[src/rtl/prefetch_pkg.sv]
// Shared definitions for the store buffer: FSM state encoding and default geometry.
package prefetch_pkg;

   typedef enum logic [1:0] {
      ST_RUN   = 2'd0,
      ST_FLUSH = 2'd1,
      ST_DONE  = 2'd2
   } sbuf_state_t;

   localparam int SBUF_DEPTH = 8;
   localparam int SBUF_AW    = 8;
   localparam int SBUF_DW    = 32;

endpackage

[src/rtl/sbuf_cam_match.sv]
// Youngest-match selector: scans the ring from oldest slot (tail) to youngest (tail-1).
module sbuf_cam_match #(
   parameter int DEPTH = 8,
   localparam int PW   = $clog2(DEPTH)
) (
   input  logic [DEPTH-1:0] match,
   input  logic [PW-1:0]    tail,
   output logic             hit,
   output logic [PW-1:0]    idx
);

   logic [PW-1:0] pos;

   // Later hits overwrite earlier ones, so the last match seen is the youngest.
   always_comb begin
      hit = 1'b0;
      idx = '0;
      pos = '0;
      for (int k = 0; k < DEPTH; k++) begin
         pos = tail + PW'(k);
         if (match[pos]) begin
            hit = 1'b1;
            idx = pos;
         end
      end
   end

endmodule

[src/rtl/store_buf_fwd.sv]
// Store buffer: circular FIFO of stores draining to memory, with registered load forwarding.
module store_buf_fwd
   import prefetch_pkg::*;
#(
   parameter int DEPTH = SBUF_DEPTH,
   parameter int AW    = SBUF_AW,
   parameter int DW    = SBUF_DW,
   localparam int PW   = $clog2(DEPTH),
   localparam int CW   = $clog2(DEPTH) + 1
) (
   input  logic          clk,
   input  logic          reset,
   input  logic          st_valid,
   input  logic [AW-1:0] st_addr,
   input  logic [DW-1:0] st_data,
   output logic          st_ready,
   input  logic          ld_valid,
   input  logic [AW-1:0] ld_addr,
   output logic          ld_rvalid,
   output logic          ld_hit,
   output logic [DW-1:0] ld_data,
   output logic          mem_wvalid,
   output logic [AW-1:0] mem_waddr,
   output logic [DW-1:0] mem_wdata,
   input  logic          mem_wready,
   input  logic          flush_req,
   output logic          flush_done,
   output logic [CW-1:0] count,
   output sbuf_state_t   state_dbg
);

   // Handshakes: a transfer happens on a rising edge where valid and ready are both high;
   // the producer holds payload stable while valid is high and ready is low.

   logic [AW-1:0]    addr_q [DEPTH];
   logic [DW-1:0]    data_q [DEPTH];
   logic [DEPTH-1:0] valid_q;
   logic [PW-1:0]    head, tail;
   sbuf_state_t      state;

   logic             enq, deq;
   logic [DEPTH-1:0] match;
   logic             cam_hit;
   logic [PW-1:0]    cam_idx;

   assign st_ready   = (state == ST_RUN) && (count != CW'(DEPTH));
   assign mem_wvalid = (count != '0);
   assign mem_waddr  = mem_wvalid ? addr_q[head] : '0;
   assign mem_wdata  = mem_wvalid ? data_q[head] : '0;
   assign enq        = st_valid && st_ready;
   assign deq        = mem_wvalid && mem_wready;
   assign state_dbg  = state;

   always_comb begin
      match = '0;
      for (int i = 0; i < DEPTH; i++)
         match[i] = valid_q[i] && (addr_q[i] == ld_addr);
   end

   sbuf_cam_match #(.DEPTH(DEPTH)) u_cam (
      .match (match),
      .tail  (tail),
      .hit   (cam_hit),
      .idx   (cam_idx)
   );

   always_ff @(posedge clk) begin
      if (enq) begin
         addr_q[tail] <= st_addr;
         data_q[tail] <= st_data;
      end
   end

   always_ff @(posedge clk) begin
      if (reset) begin
         head       <= '0;
         tail       <= '0;
         count      <= '0;
         valid_q    <= '0;
         state      <= ST_RUN;
         flush_done <= 1'b0;
         ld_rvalid  <= 1'b0;
         ld_hit     <= 1'b0;
         ld_data    <= '0;
      end else begin
         if (enq) begin
            tail          <= tail + PW'(1);
            valid_q[tail] <= 1'b1;
         end
         if (deq) begin
            head          <= head + PW'(1);
            valid_q[head] <= 1'b0;
         end
         if (enq && !deq)
            count <= count + CW'(1);
         else if (!enq && deq)
            count <= count - CW'(1);

         // Lookup sees pre-edge entries: same-cycle enqueue hidden, same-cycle dequeue visible.
         ld_rvalid <= ld_valid;
         ld_hit    <= ld_valid && cam_hit;
         ld_data   <= (ld_valid && cam_hit) ? data_q[cam_idx] : '0;

         flush_done <= 1'b0;
         case (state)
            ST_RUN:   if (flush_req) state <= ST_FLUSH;
            ST_FLUSH: if (count == '0) begin
                         state      <= ST_DONE;
                         flush_done <= 1'b1;
                      end
            ST_DONE:  state <= ST_RUN;
            default:  state <= ST_RUN;
         endcase
      end
   end

endmodule
[config.mk]
export PLATFORM = sky130hd
export DESIGN_NAME = store_buf_fwd
export DESIGN_NICKNAME = d
export VERILOG_FILES = /design/src/rtl/prefetch_pkg.sv /design/src/rtl/sbuf_cam_match.sv /design/src/rtl/store_buf_fwd.sv
export SDC_FILE = /design/constraint.sdc
export NUM_CORES = 1
export LEC_CHECK = 0
export BUFFER_PORTS_ARGS = -buffer_cell sky130_fd_sc_hd__buf_2
export CORE_MARGIN = 1
export CORE_UTILIZATION = 30
export CTS_CLUSTER_SIZE = 25
export DETAILED_ROUTE_END_ITERATION = 12
export GPL_ROUTABILITY_DRIVEN = 0
export SETUP_SLACK_MARGIN = 0.1
export SYNTH_ARGS = -nofsm -noshare
export SYNTH_HDL_FRONTEND = slang
export SYNTH_SLANG_ARGS = --single-unit
[constraint.sdc]
create_clock -name clk -period 9.65 [get_ports clk]
set_input_delay 1.93 -clock clk [delete_from_list [all_inputs] [get_ports clk]]
set_output_delay 1.93 -clock clk [all_outputs]
set_load 0.01 [all_outputs]
* After elaboration in Yosys (flattened, before gate mapping)
Memory sizes are Yosys's and may differ from the RTL's. A register that Yosys moved wholly into a read port is not among the register bits.
Index checks and enable logic that the tools add are counted.
** Word-level totals
- Register bits after elaboration :: 23
- RAM bits :: 320
- Input port bits :: 54
- Output and inout port bits :: 83
- Logic and storage cells :: 126
- Memories :: 2
** Memories
- data_q :: depth 8, width 32, rd ports 2, clocked after memory_dff 2, wr ports 1, RTL line store_buf_fwd.sv:36 : logic [DW-1:0] data_q [DEPTH];
- addr_q :: depth 8, width 8, rd ports 9, clocked after memory_dff 1, wr ports 1, RTL line store_buf_fwd.sv:35 : logic [AW-1:0] addr_q [DEPTH];
** Operators by class
- Add/subtract/negate cells :: 10
- $lt $le $gt $ge :: 11
- Equality and inequality tests :: 12
- Multiplexer cells :: 53
- Bitwise gates (word level) :: 5
- Reduce and logical (&&, ||, !) cells :: 25
** Operators with widths (count)
- $eq A8 B8 Y1 :: 8
- $lt A3 B4 Y1 const B :: 9
- $mux W3 :: 12
- $mux W32 :: 1
- $mux W8 :: 4
- $bmux W1 S3 :: 8
- $mux W1 :: 21
- $logic_and A1 B1 Y1 :: 16
- $add A3 B3 Y3 const B :: 4
- $and A8 B8 Y8 :: 1
- $mux W4 :: 2
- $not A8 Y8 :: 1
- $or A8 B8 Y8 :: 1
- $add A3 B1 Y3 const B :: 2
- $add A3 B2 Y3 const B :: 2
- $demux W1 S3 :: 2
- $ge A3 B1 Y1 const B :: 2
- $add A4 B1 Y4 const B :: 1
- $logic_not A4 Y1 :: 1
- $mux W2 :: 2
- $ne A2 B2 Y1 const B :: 2
- $ne A4 B4 Y1 const B :: 1
- $pmux W2 S2 :: 1
- $reduce_bool A4 Y1 :: 1
- 8 further kinds :: 11

* Depth between registers and ports, before layout
- Depth in word-level cells :: 15
- Depth in mapped cells :: 20
- Gate-level depth less buffers :: 13

* By module
From an unflattened synthesis, not the netlist that was laid out.
** Unflattened totals
- Cell total of the unflattened synthesis :: 989
- Area, all modules :: 17277.8 µm²
** Modules (own cells, without submodules)
- store_buf_fwd :: instances 1, cells each 914, area each 16593.4 µm², sequential area each 10770.3 µm²
- sbuf_cam_match :: instances 1, cells each 75, area each 684.4 µm², sequential area each 0.0 µm²

* Worst setup path before layout
OpenSTA, ideal clock, no wires.
- Path type :: input to register
- From :: in ld_addr[5]
- To :: reg ld_data[9], read port of data_q
- Library setup time :: 0.122 ns
- Arrival time :: 4.766 ns
- Data required time :: 9.528 ns
- Slack :: 4.762 ns
- Cell stages on the path :: 14
- Buffers on the path :: 3
- Path through :: buf_4 -> xor2_1 -> or2_0 -> or4_4 -> mux2i_1 -> o22a_2 -> a21oi_1 -> a2111o_2 -> and2_4 -> buf_6 -> buf_6 -> nand3_2 -> o21ai_1 -> o311a_1
** Between the ends
- Cells in the longest elaborated chain, start to end :: 15
- Elaborated cells on any way between the ends :: 51
- Classes of those cells :: 8 x eq/ne; 32 x mux; 1 x bitwise; 10 x reduce/logical
** RTL lines
- start: declaration :: RTL line store_buf_fwd.sv:18 : input logic [AW-1:0] ld_addr,
- $eq A8 B8 Y1 :: RTL line store_buf_fwd.sv:57 : match[i] = valid_q[i] && (addr_q[i] == ld_addr);
- $logic_and A1 B1 Y1 :: RTL line store_buf_fwd.sv:57
- $bmux W1 S3 :: RTL line sbuf_cam_match.sv:21 : if (match[pos]) begin
- $mux W1 (implied by the code) :: RTL line sbuf_cam_match.sv:21
- $mux W1 (8 in series) :: RTL line sbuf_cam_match.sv:21
- $logic_and A1 B1 Y1 :: RTL line store_buf_fwd.sv:102 : ld_data <= (ld_valid && cam_hit) ? data_q[cam_idx] : '0;
- $not A1 Y1 (no source line)
- $reduce_or A2 Y1 (no source line)
- end: declaration :: RTL line store_buf_fwd.sv:21 : output logic [DW-1:0] ld_data,
Several ways; a longest one is shown, not always the timed one. The select of a mux whose other input is x is not followed.
A chain may end at the register's enable or synchronous reset.

* Final worst setup path
- From :: reg tail[1]
- To :: reg ld_data[22], read port of data_q
** Between the ends
- Cells in the longest elaborated chain, start to end :: 13
- Elaborated cells on any way between the ends :: 42
- Classes of those cells :: 7 x add/sub; 32 x mux; 1 x bitwise; 2 x reduce/logical
** RTL lines
- start: declaration :: RTL line store_buf_fwd.sv:38 : logic [PW-1:0] head, tail;
- start signal: assignment :: RTL line store_buf_fwd.sv:87 : tail <= tail + PW'(1);
- $add A3 B1 Y3 / $bmux W1 S3 (equally long branches) :: RTL line sbuf_cam_match.sv:20, sbuf_cam_match.sv:21
- $bmux W1 S3 / $mux W1 (equally long branches) :: RTL line sbuf_cam_match.sv:21
- $mux W1 (implied by the code) :: RTL line sbuf_cam_match.sv:21
- $mux W1 (7 in series) :: RTL line sbuf_cam_match.sv:21
- $logic_and A1 B1 Y1 :: RTL line store_buf_fwd.sv:102
- $not A1 Y1 (no source line)
- $reduce_or A2 Y1 (no source line)
Several ways; a longest one is shown, not always the timed one. The select of a mux whose other input is x is not followed.

==> summary.txt <==
Clock tree
  • Skew-Pair Late Insertion Delay: 0.60 ns
  • Quantity of hold-fixing buffers added after cts: 0
  • Htree depth: 2
  • Post-CTS Setup Bufs: 0
  • CTS root buf: clkbuf_16
  • Reg clk slew, reported paths: 0.06 ns
  • CTS tree: built
  • Total CTS buffers: 43
  • Clock buffer depth: 3
  • CTS resizes: 0
  • Clock sinks: 378

Floorplanning
  • Initial core utilization: 0.304
  • Die extent in y: 250 microns
  • Core area: 60600 sq um
  • Die Wd: 250 microns
  • DIE AREA: 62400 sq um
  • Row cnt: 90
  • Top-level port count: 137

STA
  • Final setup fails: 0
  • RSZ-0062 raised after global routing: false
  • Max-slew headroom: 0.337
  • Min Tclk post-route: 6.49 ns
  • Max Clock Skew: 0.0389 ns
  • Fin crit share: 0.672
  • Fin. max-slew vios: 0
  • Post-route setup TNS: 0 ns
  • Final WS setup: 3.16 ns
  • Final count of hold timing violations: 0
  • Worst-Margin Slew: 0.994 ns
  • Peak Freq: 154 MHz

Power
  • Clock power frac: 0.248
  • P_sw: 2.80 mW
  • Switching share of power: 0.412
  • Leak: 7.18 nW
  • Maximum vdd drop: 0.000232 V
  • Pint: 4.00 mW
  • Combinational Power Share: 0.449
  • Part of the power in registers: 0.303
  • P per Cell Area: 320 nW/um^2
  • Final Total Pwr: 6.79 mW

Critical path
  • Critical path class: flip-flop to flip-flop
  • Critical Path Slowest Stage Cell: ha_1
  • CP arrival: 6.95 ns
  • Crit path cell chain: buf_4, inv_1, buf_4, ha_1, inv_1, nor4_1, nor3_1, or4_4, nor3b_1, a21boi_0, a22oi_2, buf_12, and2_1, buf_4, a31oi_1, o211a_1
  • Worst path max stage delay: 0.94 ns
  • Startpoint Class: flip-flop
  • CP Max Fanout: 88
  • Most frequent CP cell: buf_4
  • Flop2flop setup slack: 3.16 ns
  • Worst endpoint required time: 10.11 ns
  • Crit path buffers/inverters: 6
  • CP delay by family, top: buffers and inverters
  • CP Capture Type: flip-flop

Global routing
  • Vias in the first global route: 12706
  • Largest net degree at the start of global routing: 89
  • Grt ovf: 0
  • Initial antenna violation count: 7
  • First-pass GRT wire length: 80.6 mm
  • Global Route Usage Sum: 0.171

Placement
  • Pre-CTS setup slack: 3.27 ns
  • Buffers on Ports: 136
  • DP HPWL: 33.0 mm
  • Placed cells: 2227

Cells and area
  • Share of layout cells above drive strength 1: 0.226
  • Area Overhead vs Synth: 15.3%
  • Post-Layout Cell Count: 2308
  • Fillers: 5852
  • Nets: 1555

Yosys
  • Synth warn: 0
  • Ys async rst share: 0
  • Area contributors post-synth: edfxtp_1, mux4_2, dfxtp_1
  • Synth Instances: 1387
  • Yosys top cell by area: edfxtp_1
  • Synth top area share: 0.521
  • Syn Area/Cell: 13.3 sq um
  • Post-synth EDFFs: 320
  • Main synth FF type: edfxtp_1
  • Count leader, synth: edfxtp_1
  • Cell variety after synth: 82
  • FF+latch count, synth: 378
  • Cell area after synthesis: 18400 sq um
  • Synth Net Count: 1452
  • Sequential share of the synthesized area: 0.584
  • Synth cell count leaders: edfxtp_1, nand2_1, mux4_2

Worst hold path
  • Worst min path class: flip-flop to flip-flop

Detailed routing
  • First-pass detailed-route iteration total: 5
  • Routed WL per cell: 23.4 microns
  • Antenna viol nets, final: 0
  • DR vias: 12756
  • DRC: 0
  • DRT iter0 DRCs: 1172
  • WL final: 53.9 mm
  • Vias per cell: 5.53

Flow run
  • Max-Cap Viols: 0

Run status
  • Status: finished, final reports clean
-- power groups by stage --
stage / registers (mW) / clock network [mW] / logic [mW]
2_1_floorplan: 2.02 / 0 / 2.23
3_3_place_gp: 2.09 / 0 / 3.00
3_5_place_dp: 2.10 / 0 / 3.04
4_1_cts: 2.06 / 1.72 / 3.05
5_1_grt: 2.08 / 1.78 / 3.31
6_report: 2.06 / 1.69 / 3.05
-- state kept, by name, summed over array words and instances (netlist names), named ones only --
name	flops
state_dbg	2
ld_rvalid	1
tail	3
valid_q	8
flush_done	1
addr_q	64
head	3
count	4
ld_data	32
data_q	256
ld_hit	1
-- final timing paths --
| check | startpoint | end | cells past startpoint |
|---|---|---|---|
| max reg2reg | tail[1]$_SDFFE_PP0P_ | ld_data[22]$_SDFF_PP0_ | 16 |
| min | state_dbg[1]$_SDFFE_PP0P_ | flush_done$_SDFF_PP0_ | 1 |
| max | tail[1]$_SDFFE_PP0P_ | ld_data[22]$_SDFF_PP0_ | 16 |
| min reg2reg | state_dbg[1]$_SDFFE_PP0P_ | flush_done$_SDFF_PP0_ | 1 |
-- layer usage --
layer | track usage | vias up | routed length, microns
li1 | - | 5617 | -
met1 | 0.232 | 6439 | 23000
met2 | 0.278 | 578 | 25400
met3 | 0.0318 | 114 | 4110
met4 | 0.0513 | 8 | 1370
met5 | 0 | - | 56
-- metrics by stage --
stage               utilization  area, sq um  hold slack (ns)
CTS                       0.351        21300            0.506
global placement          0.327        19800            0.486
finish                    0.351        21300            0.493
global route              0.351        21300            0.534
detailed placement        0.327        19800            0.495
floorplan                     -        18400            0.472
-- kinds of logic after synthesis --
family,Yosys count,synth area share
DFF,378,0.584
and+or+nand+nor,445,0.114
buffers and inverters,112,0.0297
adders and majority gates,11,0.00787
xor gates and xnor gates,75,0.0360
muxes,148,0.137
AOI/OAI and AO/OA,218,0.0909
-- cells in the final DEF, fill, tap and decap left out, drive strengths merged, types with 15 or more instances in the layout --
| master | n |
|---|---|
| nand3 | 52 |
| nor2b | 15 |
| dfxtp | 58 |
| mux2i | 64 |
| nand2 | 199 |
| a211oi | 22 |
| edfxtp | 320 |
| xnor2 | 67 |
| o21ai | 20 |
| o211a | 17 |
| nor4 | 31 |
| a32oi | 22 |
| a21oi | 32 |
| nor2 | 80 |
| clkbuf | 59 |
| a2111oi | 18 |
| mux4 | 83 |
| nor3 | 15 |
| a31oi | 30 |
| buf | 160 |
-- layout make-up --
cell class	instances	area, sq um	area share
multi-input combinational	897	7140	0.336
clock inverter	20	264	0.0124
tap	782	978	0.0460
sequential	378	10800	0.507
clock buffer	59	1180	0.0553
antenna	2	5.00	0.000235
timing repair buffer	160	873	0.0411
inverter	10	37.5	0.00177
(Power assumes the default switching activity.)
